### config.mk
export PLATFORM = sky130hd
export DESIGN_NAME = seq_shifter
export DESIGN_NICKNAME = d
export VERILOG_FILES = /design/src/rtl/seq_shifter_pkg.sv /design/src/rtl/seq_shifter_step.sv /design/src/rtl/seq_shifter.sv
export SDC_FILE = /design/constraint.sdc
export NUM_CORES = 1
export LEC_CHECK = 0
export ABC_CLOCK_PERIOD_IN_PS = 2450
export BUFFER_PORTS_ARGS = -buffer_cell sky130_fd_sc_hd__buf_2
export CAP_MARGIN = 20
export CORE_AREA = 4 4 52 54
export DETAILED_ROUTE_END_ITERATION = 6
export DIE_AREA = 0 0 56 58
export GPL_ROUTABILITY_DRIVEN = 0
export GPL_TIMING_DRIVEN = 0
export PLACE_DENSITY = 0.87
export SKIP_LAST_GASP = 1
export SYNTH_ARGS = -nofsm -noshare
export SYNTH_HDL_FRONTEND = slang
export SYNTH_SLANG_ARGS = --single-unit
### constraint.sdc
create_clock -name clk -period 2.45 [get_ports clk]
set_clock_uncertainty 0.05 [all_clocks]
set_input_delay 0.1225 -clock clk [delete_from_list [all_inputs] [get_ports clk]]
set_output_delay 0.1225 -clock clk [all_outputs]
set_load 0.05 [all_outputs]
### src/rtl/seq_shifter_pkg.sv
// Shared definitions for the sequential shift/rotate engine:
// operation codes, FSM state encoding and a mode classifier.
package seq_shifter_pkg;

    localparam logic [2:0] MODE_LOAD = 3'd0;
    localparam logic [2:0] MODE_SHL  = 3'd1;
    localparam logic [2:0] MODE_SHR  = 3'd2;
    localparam logic [2:0] MODE_ROL  = 3'd3;
    localparam logic [2:0] MODE_ROR  = 3'd4;
    localparam logic [2:0] MODE_ASR  = 3'd5;

    typedef enum logic [1:0] {
        ST_IDLE  = 2'd0,
        ST_SHIFT = 2'd1,
        ST_DONE  = 2'd2
    } state_t;

    // Codes 0, 6 and 7 all behave as a plain load with no stepping.
    function automatic logic is_shift_mode(input logic [2:0] m);
        return (m >= MODE_SHL) && (m <= MODE_ASR);
    endfunction

endpackage

### src/rtl/seq_shifter_step.sv
// Combinational single-bit step of the shift engine: computes the
// next register value and the bit leaving the register for one mode.
module shift_step_unit
    import seq_shifter_pkg::*;
#(
    parameter int WIDTH = 8
) (
    input  logic [WIDTH-1:0] data,
    input  logic [2:0]       mode,
    input  logic             ser_in,
    output logic [WIDTH-1:0] next_data,
    output logic             out_bit
);

    // One step of the selected operation; load codes pass data through.
    always_comb begin
        next_data = data;
        out_bit   = data[0];
        case (mode)
            MODE_SHL: begin
                next_data = {data[WIDTH-2:0], ser_in};
                out_bit   = data[WIDTH-1];
            end
            MODE_SHR: begin
                next_data = {ser_in, data[WIDTH-1:1]};
                out_bit   = data[0];
            end
            MODE_ROL: begin
                next_data = {data[WIDTH-2:0], data[WIDTH-1]};
                out_bit   = data[WIDTH-1];
            end
            MODE_ROR: begin
                next_data = {data[0], data[WIDTH-1:1]};
                out_bit   = data[0];
            end
            MODE_ASR: begin
                next_data = {data[WIDTH-1], data[WIDTH-1:1]};
                out_bit   = data[0];
            end
            default: begin
                next_data = data;
                out_bit   = data[0];
            end
        endcase
    end

endmodule

### src/rtl/seq_shifter.sv
// Multi-cycle shift/rotate engine with start/busy/done handshake,
// stepping one bit per enabled clock.
module seq_shifter
    import seq_shifter_pkg::*;
#(
    parameter int WIDTH   = 8,
    parameter int SHAMT_W = 3
) (
    input  logic               clk,
    input  logic               reset,
    input  logic               en,
    input  logic               start,
    input  logic [2:0]         mode,
    input  logic [SHAMT_W-1:0] amt,
    input  logic [WIDTH-1:0]   din,
    input  logic               ser_in,
    output logic [WIDTH-1:0]   dout,
    output logic               ser_out,
    output logic               busy,
    output logic               done
);

    state_t             state;
    state_t             state_nx;
    logic [2:0]         mode_q;
    logic [SHAMT_W-1:0] cnt;
    logic [WIDTH-1:0]   data_q;
    logic               ser_q;
    logic [WIDTH-1:0]   step_data;
    logic               step_bit;

    shift_step_unit #(
        .WIDTH(WIDTH)
    ) u_step (
        .data     (data_q),
        .mode     (mode_q),
        .ser_in   (ser_in),
        .next_data(step_data),
        .out_bit  (step_bit)
    );

    // State register; a disabled clock freezes the FSM.
    always_ff @(posedge clk or posedge reset) begin
        if (reset) begin
            state <= ST_IDLE;
        end else if (en) begin
            state <= state_nx;
        end
    end

    // Next-state: loads and zero-length shifts go straight to DONE.
    always_comb begin
        state_nx = state;
        case (state)
            ST_IDLE: begin
                if (start) begin
                    if (!is_shift_mode(mode) || amt == '0) begin
                        state_nx = ST_DONE;
                    end else begin
                        state_nx = ST_SHIFT;
                    end
                end
            end
            ST_SHIFT: begin
                if (cnt == SHAMT_W'(1)) begin
                    state_nx = ST_DONE;
                end
            end
            ST_DONE: begin
                state_nx = ST_IDLE;
            end
            default: begin
                state_nx = ST_IDLE;
            end
        endcase
    end

    // Handshake outputs decode directly from the state.
    always_comb begin
        busy = 1'b0;
        done = 1'b0;
        case (state)
            ST_SHIFT: busy = 1'b1;
            ST_DONE: begin
                busy = 1'b1;
                done = 1'b1;
            end
            default: begin
                busy = 1'b0;
                done = 1'b0;
            end
        endcase
    end

    // Datapath: capture the command in IDLE, apply one step per SHIFT edge.
    always_ff @(posedge clk or posedge reset) begin
        if (reset) begin
            data_q <= '0;
            ser_q  <= 1'b0;
            cnt    <= '0;
            mode_q <= MODE_LOAD;
        end else if (en) begin
            if (state == ST_IDLE && start) begin
                data_q <= din;
                mode_q <= mode;
                cnt    <= amt;
            end else if (state == ST_SHIFT) begin
                data_q <= step_data;
                ser_q  <= step_bit;
                cnt    <= cnt - SHAMT_W'(1);
            end
        end
    end

    assign dout    = data_q;
    assign ser_out = ser_q;

endmodule
== Word-level counts from Yosys, hierarchy flattened ==
Index checks and enable logic that the tools add are counted.
Storage, ports and cells
  register bits: 17
  input port bits: 19
Cells by class
  order comparisons: 2
  reduce and logical (&&, ||, !) cells: 17
  muxes and demuxes: 12
  bitwise gates (word level): 1
  add/sub/neg operators: 1
  equal/unequal tests: 11
Operators by type and width (number)
  $pmux 8 s5: 1
  $mux 8: 2
  $reduce_and 3->1: 3
  $eq 3x1->1 const B: 2
  $eq 3x2->1 const B: 2
  $eq 3x3->1 const B: 2
  $mux 2: 3
  $mux 3: 2
  $ne 2x2->1 const B: 3
  $reduce_bool 6->1: 1
  $reduce_bool 5->1: 1
  $pmux 2 s2: 1
  $reduce_and 2->1: 2
  $reduce_and 4->1: 1
  $reduce_or 2->1: 2
  $ge 3x1->1 const B: 1
  $le 3x3->1 const B: 1
  $logic_not 3->1: 1
  $mux 1: 3
  $sub 3x1->3 const B: 1
  $eq 2x1->1 const B: 1
  $eq 2x2->1 const B: 1
  $logic_and 1x1->1: 2
  $logic_not 2->1: 1
  other kinds (4): 4

== Depth between registers and ports, before layout ==
Gate-level depths: netlist of run 1.
  word-level depth: 7
  mapped depth: 7

== Modules after synthesis ==
A second synthesis of run 1 with hierarchy kept.
Unflattened totals
  cells, all modules: 136
  area, all modules: 1367.6 um^2
Modules (own cells, without submodules)
  seq_shifter: cells each 80, times used 1, sequential area each 425.4 um^2, area each 1009.7 um^2
  shift_step_unit: cells each 56, times used 1, sequential area each 0.0 um^2, area each 357.8 um^2

== Least setup slack after synthesis of run 1 ==
OpenSTA, ideal clock, no wires.
  path kind: register to register
  start: register mode_q[2]
  end: register data_q[1], in the netlist dout[1]
  path buffers: 0
  data required time: 2308 ps
  cell stages (with the launch flop): 7
  arrival: 1876 ps
  path slack: 432 ps
  cell sequence: dfrtp_1 inv_1 ha_1 or4b_4 o31ai_4 a221oi_1 o31ai_2
On the way
  longest elaborated chain between the ends: 4
  elaborated cells on any way between the ends: 10
  those cells by class: eq/ne: 5; mux: 3; reduce/logical: 2
RTL lines
  start: declaration: line seq_shifter.sv:25  | logic [2:0] mode_q;
  start signal: assignment: line seq_shifter.sv:105  | mode_q <= mode;
  $eq 3x3->1, or another cell as far along: line seq_shifter_step.sv:19  | case (mode)
  $pmux 8 s5: line seq_shifter_step.sv:19
  $mux 8: line seq_shifter.sv:107  | end else if (state == ST_SHIFT) begin
  $mux 8: line seq_shifter.sv:103  | if (state == ST_IDLE && start) begin
  end signal: assignment: line seq_shifter.sv:104  | data_q <= din;
  end signal: assignment: line seq_shifter.sv:108  | data_q <= step_data;
  end: declaration: line seq_shifter.sv:27  | logic [WIDTH-1:0] data_q;
Several ways; a longest one is shown, not always the timed one. The select of a mux whose other input is x is not followed.
A chain may end at the register's enable or synchronous reset.

== Worst setup path after layout of run 1 ==
Same ends and word-level chain as after synthesis.

==> results_dict.tcl, run 1 <==
set metrics [dict create \
    outcome "finished, final reports clean" \
    layout_min_cycle_time_ns 2.23 \
    grt_max_degree 18 \
    post_drt_wl_per_cell_um 14.4 \
    worstHoldPathType "in -> reg" \
    timing.final.crit_share_pct 91.2 \
    syn_area_per_cell_um2 9.13 \
    clockBufferDepth 2 \
    fillers 200 \
    drt_wl_total_mm 2.63 \
    post-cts-setup-buffers 0 \
    clock_sinks 17 \
    critical_path.startpoint "mode_q[2]" \
    ys_seq_elements 17 \
    hold_violations 0 \
    core_area_um2 2210 \
    mostFrequentLayoutCell "buf_2" \
    vias 1083 \
    grt_pass1_vias 1045 \
    final_max_slew_viol_count 0 \
    synth_warnings 0 \
    power_frac_seq_pct 28.0 \
    leakage_nw 0.618 \
    setup_violations 0 \
    h-tree-depth 1 \
    holdBufCountCts 1 \
    ant_nets 0 \
    netlist_instances 121 \
    synthesis.nets 146 \
    cp-end-kind "register" \
    cpMaxStageDelayCell "or4b_4" \
    switching_share_pct 53.3 \
    crit_family "simple AND/OR/NAND/NOR gates" \
    max_freq_ghz 0.448 \
    path_class "reg -> reg" \
    rsz0062_at_grt "false" \
    drc 0 \
    holdCritStartpoint "mode[0]" \
    final_nets 181 \
    r2r_start "mode_q[2]" \
    multi_input_area_um2 607 \
    drive_above_1_share_pct 28.4 \
    path_clk_slew_ns 0.10 \
    synth.yosys.seq_area_share_pct 38.5 \
    antenna_cells 0 \
    reg2reg_slack_ns 0.22 \
    cap_violations 0 \
    die_w_um 56 \
    syn_to_final_growth_pct 19.6 \
    rows 17 \
    place_area_um2 1280 \
    firstDrtPassIters 4 \
    via_per_inst 5.92 \
    critPathRequiredTime_ns 2.60 \
    p_int_w 0.000874 \
    worstPathCellList "inv_1, ha_1, or4b_4, o31ai_4, a221oi_1, o31ai_2" \
    antenna_found_initial 0 \
    crit_buf_inv 1 \
    switching_power_w 0.000999 \
    cts-resized-gates 0 \
    clkPwrFrac_pct 8.1 \
    slowest_delay_ns 0.53 \
    rr_worst_depth 6 \
    syn-cell-area_um2 1100 \
    r2r-end "dout[1]" \
    die_area_um2 3250 \
    num_io_pins 30 \
    comb_power_share_pct 63.9 \
    port_buffers 29 \
    clock_latency_ns 0.29 \
    numCtsBuffers 3 \
    power_density_nw_per_um2 1420 \
    grt-ovfl-total 0 \
    crit_cells 6 \
    root_buffer "clkbuf_4" \
    cp-endpoint "dout[1]" \
    start_util_pct 49.9 \
    grt_first_pass_wirelength_mm 4.58 \
    slew_headroom_pct 56.4 \
    die_h_um 58 \
    tightest_slew_ns 0.653 \
    final_cell_area_um2 1320 \
    layout_common_cells "buf_2, nand2_1, dfrtp_1, inv_1, nor2_1" \
    drt_iter0_markers 51 \
    seq_area_um2 425 \
    place_hpwl_mm 2.00 \
    cp.arrival_ns 2.39 \
    max-vdd-ir-drop_mv 0.609 \
    fin_tns_setup_ns 0 \
    critPathLaunchType "register" \
    ys_types 37 \
    grtUsageTotal_pct 17.3 \
    worstPathMaxFanout 9 \
    cts_tree "built" \
]
[through the flow]
stage / cells / total power (W) / setup WS [ns] / hold WS (ns) / utilization, %
5_1_grt: 183 / 0.00202 / 0.0527 / 0.0374 / 59.7
3_3_place_gp: 178 / 0.00168 / 0.310 / 0.193 / 58.1
3_5_place_dp: 178 / 0.00172 / 0.263 / 0.197 / 58.1
2_1_floorplan: 121 / 0.00148 / 0.432 / -0.00143 / -
6_report: 183 / 0.00187 / 0.216 / 0.0349 / 59.7
4_1_cts: 183 / 0.00187 / 0.218 / 0.0373 / 59.7
[worst register-to-register path, cell delays in order (launching register included)]
cell,delay [ns]
dfrtp_1,0.49
inv_1,0.17
ha_1,0.41
or4b_4,0.53
o31ai_4,0.11
a221oi_1,0.17
o31ai_2,0.23
[logic make-up (layout without fill, tap and decap cells)]
group / count (synthesis) / in the layout / share of synthesized area, %
AOI/OAI and AO/OA: 43 / 43 / 29.6
and+or+nand+nor: 36 / 36 / 15.5
muxes: 3 / 3 / 3.06
DFF: 17 / 17 / 38.5
buffers and inverters: 16 / 50 / 6.57
adders and majority gates: 6 / 6 / 6.79
[synthesized netlist by cell type]
library cell / count / share of area (%)
a22oi_1: 1 / 0.68
and2_1: 1 / 0.57
nor3_1: 2 / 0.91
nand4_1: 1 / 0.57
a211oi_1: 2 / 1.4
mux2_2: 3 / 3.1
or4b_4: 1 / 1.2
buf_4: 1 / 0.68
a21oi_1: 4 / 1.8
or3_2: 1 / 0.68
a221oi_1: 6 / 4.8
o31ai_2: 1 / 1.1
buf_2: 1 / 0.45
a221o_1: 1 / 0.91
a21boi_0: 1 / 0.68
nor2_1: 8 / 2.7
a41oi_1: 1 / 0.79
a211o_1: 1 / 0.79
inv_1: 10 / 3.4
a2111oi_0: 1 / 0.79
o31ai_4: 1 / 1.9
nand3_1: 2 / 0.91
ha_1: 6 / 6.8
dfrtp_1: 17 / 39
o21bai_1: 1 / 0.68
a31o_2: 2 / 1.6
o22ai_1: 1 / 0.57
nand3b_1: 2 / 1.4
buf_6: 1 / 1.0
nand4b_1: 1 / 0.79
clkbuf_1: 3 / 1.0
o21ai_0: 7 / 3.2
a31oi_1: 3 / 1.7
nand2_1: 17 / 5.8
o211ai_1: 1 / 0.68
o31ai_1: 7 / 4.8
a22o_1: 1 / 0.79
[power by group through the flow]
stage | logic [W] | registers [W] | clock network [W]
4_1_cts | 0.00120 | 0.000522 | 0.000154
5_1_grt | 0.00132 | 0.000544 | 0.000165
3_5_place_dp | 0.00119 | 0.000528 | 0
2_1_floorplan | 0.000765 | 0.000710 | 0
6_report | 0.00120 | 0.000525 | 0.000151
3_3_place_gp | 0.00116 | 0.000519 | 0
[state kept, by name (all words and copies together) (netlist names)]
name,count
ser_out,1
mode_q,3
cnt,3
state,2
dout,8
[per-layer routing]
layer  vias up  share of wire [%]  track usage (%)
li1        522                  -                -
met1       518                 43             21.9
met2        36                 51             30.7
met3         7                4.7             2.90
met4         0                1.4             4.75
met5         -                  0                0
[how the worst min path moves through the flow]
stage / depth (start not counted) / to
2_1_floorplan: 1 / cnt[0]
3_3_place_gp: 2 / ser_out
3_5_place_dp: 2 / dout[6]
4_1_cts: 2 / mode_q[0]
5_1_grt: 2 / mode_q[0]
6_report: 2 / mode_q[0]
[final cells by class]
cell class,count,area share [%]
Multi-Input combinational cell,88,45.9
Sequential cell,17,32.2
Timing Repair Buffer,30,11.7
Inverter,10,2.84
Buffer,6,2.65
Tap cell,28,2.65
Clock buffer,4,1.99
Note: power is estimated with default switching activity, not from simulation.
==> run 2: changes to the inputs <==
--- a/config.mk
+++ b/config.mk
@@ -6,14 +6,14 @@
 export NUM_CORES = 1
 export LEC_CHECK = 0
 export ABC_CLOCK_PERIOD_IN_PS = 2450
-export BUFFER_PORTS_ARGS = -buffer_cell sky130_fd_sc_hd__buf_2
 export CAP_MARGIN = 20
-export CORE_AREA = 4 4 52 54
+export CORE_AREA = 4 4 69 71
 export DETAILED_ROUTE_END_ITERATION = 6
-export DIE_AREA = 0 0 56 58
+export DIE_AREA = 0 0 73 75
+export DONT_BUFFER_PORTS = 1
 export GPL_ROUTABILITY_DRIVEN = 0
 export GPL_TIMING_DRIVEN = 0
-export PLACE_DENSITY = 0.87
+export PLACE_DENSITY = 0.52
 export SKIP_LAST_GASP = 1
 export SYNTH_ARGS = -nofsm -noshare
 export SYNTH_HDL_FRONTEND = slang
==> run 2 against run 1 <==
Against the previous run:
- design area shrank 2.7%
- die area grew 69%
- via count shrank 6.8%
- register-to-register slack lost 0.04 ns
- hold slack lost 0.034 ns
- sequential share of layout area grew 0.91 points
- combinational power shrank 22%
- critical endpoint is now dout[2]
- highest routed layer unchanged
==> results_dict.tcl, run 2 (synthesized netlist as in run 1, its figures left out) <==
set metrics [dict create \
    holdCritStartpoint "din[6]" \
    root_buffer "clkbuf_8" \
    grt_first_pass_wirelength_mm 4.69 \
    cts_tree "built" \
    final_nets 158 \
    drive_above_1_share_pct 11.4 \
    cap_violations 0 \
    vias 1009 \
    drt_iter0_markers 46 \
    r2r_start "mode_q[2]" \
    antenna_cells 0 \
    fin_tns_setup_ns 0 \
    leakage_nw 0.530 \
    critPathLaunchType "register" \
    core_area_um2 4230 \
    path_class "reg -> reg" \
    firstDrtPassIters 5 \
    clockBufferDepth 2 \
    max-vdd-ir-drop_mv 0.720 \
    final_max_slew_viol_count 0 \
    grt_max_degree 18 \
    num_io_pins 30 \
    r2r-end "dout[2]" \
    numCtsBuffers 3 \
    drc 0 \
    fin_util_pct 30.3 \
    via_per_inst 5.48 \
    grtUsageTotal_pct 11.3 \
    reg2reg_slack_ns 0.18 \
    layout_min_cycle_time_ns 2.27 \
    post_drt_wl_per_cell_um 16.2 \
    clock_latency_ns 0.26 \
    timing.final.crit_share_pct 92.8 \
    largest_reg_flops 8 \
    cp-end-kind "register" \
    max_freq_ghz 0.440 \
    slew_headroom_pct 54.7 \
    power_density_nw_per_um2 1480 \
    h-tree-depth 1 \
    die_w_um 73 \
    ant_nets 0 \
    holdBufCountCts 6 \
    hold_violations 0 \
    cp.arrival_ns 2.38 \
    die_area_um2 5480 \
    layout_common_cells "nand2_1, dfrtp_1, inv_1, nor2_1" \
    port_buffers 0 \
    post-cts-setup-buffers 0 \
    hold-path-cell-count 2 \
    place_hpwl_mm 2.22 \
    drt_wl_total_mm 2.99 \
    cts-resized-gates 0 \
    rr_worst_depth 6 \
    critPathRequiredTime_ns 2.56 \
    path_clk_slew_ns 0.07 \
    tightest_slew_ns 0.678 \
    die_h_um 75 \
    start_util_pct 26.1 \
    rows 24 \
    grt-ovfl-total 0 \
    worstHoldPathType "in -> reg" \
    worstHoldEndpoint "dout[6]" \
    worstPathMaxFanout 9 \
    syn_to_final_growth_pct 16.3 \
    grt_pass1_vias 1014 \
    setup_violations 0 \
    clock_sinks 17 \
    outcome "finished, final reports clean" \
    antenna_found_initial 0 \
    critical_path.startpoint "mode_q[2]" \
    rsz0062_at_grt "false" \
]
[run 2: changes by cell type in the layout (fill, tap and decap cells not counted), sizes merged]
cell,previous run,this run
dlygate4sd3,1,7
buf,32,3
[run 2: worst max-delay path by stage]
stage                    to  depth (start not counted)  slack (ns)
global placement    dout[4]                          6        0.29
finish              dout[2]                          6        0.18
global route        dout[2]                          6        0.01
CTS                 dout[2]                          6        0.19
detailed placement  dout[2]                          6        0.20
floorplan           dout[1]                          6        0.43
[run 2: layer usage]
metal | global-route usage, % | routed length, um | share of wire (%) | up-vias
li1 | - | - | - | 471
met1 | 13.7 | 1280 | 43 | 487
met2 | 18.1 | 1410 | 47 | 44
met3 | 2.94 | 241 | 8.1 | 7
met4 | 6.35 | 55 | 1.8 | 0
met5 | 0 | 0 | 0 | -
[run 2: cell type report]
cell class                      count  area, um^2
Multi-Input combinational cell     88         607
Inverter                           10        37.5
Clock buffer                        4        45.0
Tap cell                           52        65.1
Fill cell                         447        2950
Sequential cell                    17         425
Timing Repair Buffer                7        70.1
Buffer                              6        35.0
[run 2: where the power goes]
| group | internal, W | switching (W) | total [W] | leakage (nW) |
|---|---|---|---|---|
| combinational | 0.000364 | 0.000570 | 0.000934 | 0.298 |
| sequential | 0.000401 | 0.000347 | 0.000748 | 0.209 |
| clock | 0.000116 | 0.000107 | 0.000223 | 0.0228 |
| total | 0.000881 | 0.00102 | 0.00190 | 0.530 |
[run 2: through the flow]
| step | setup slack (ns) | hold WS, ns | area (um^2) | instances | total power (W) |
|---|---|---|---|---|---|
| after floorplan | 0.432 | -0.00143 | 1100 | 121 | 0.00148 |
| after global placement | 0.286 | 0.0977 | 1170 | 173 | 0.00163 |
| after detailed placement | 0.196 | 0.107 | 1170 | 173 | 0.00167 |
| after CTS | 0.186 | 0.000756 | 1270 | 183 | 0.00190 |
| after global routing | 0.0129 | 0.0147 | 1280 | 184 | 0.00204 |
| final | 0.177 | 0.00139 | 1280 | 184 | 0.00190 |
[run 2: worst max-delay path, cell delays in order (launching register included)]
cell and delay, ns:
dfrtp_1 0.47, inv_1 0.16, ha_1 0.39, or4b_4 0.52
o31ai_4 0.12, a221oi_1 0.17, o31ai_1 0.28
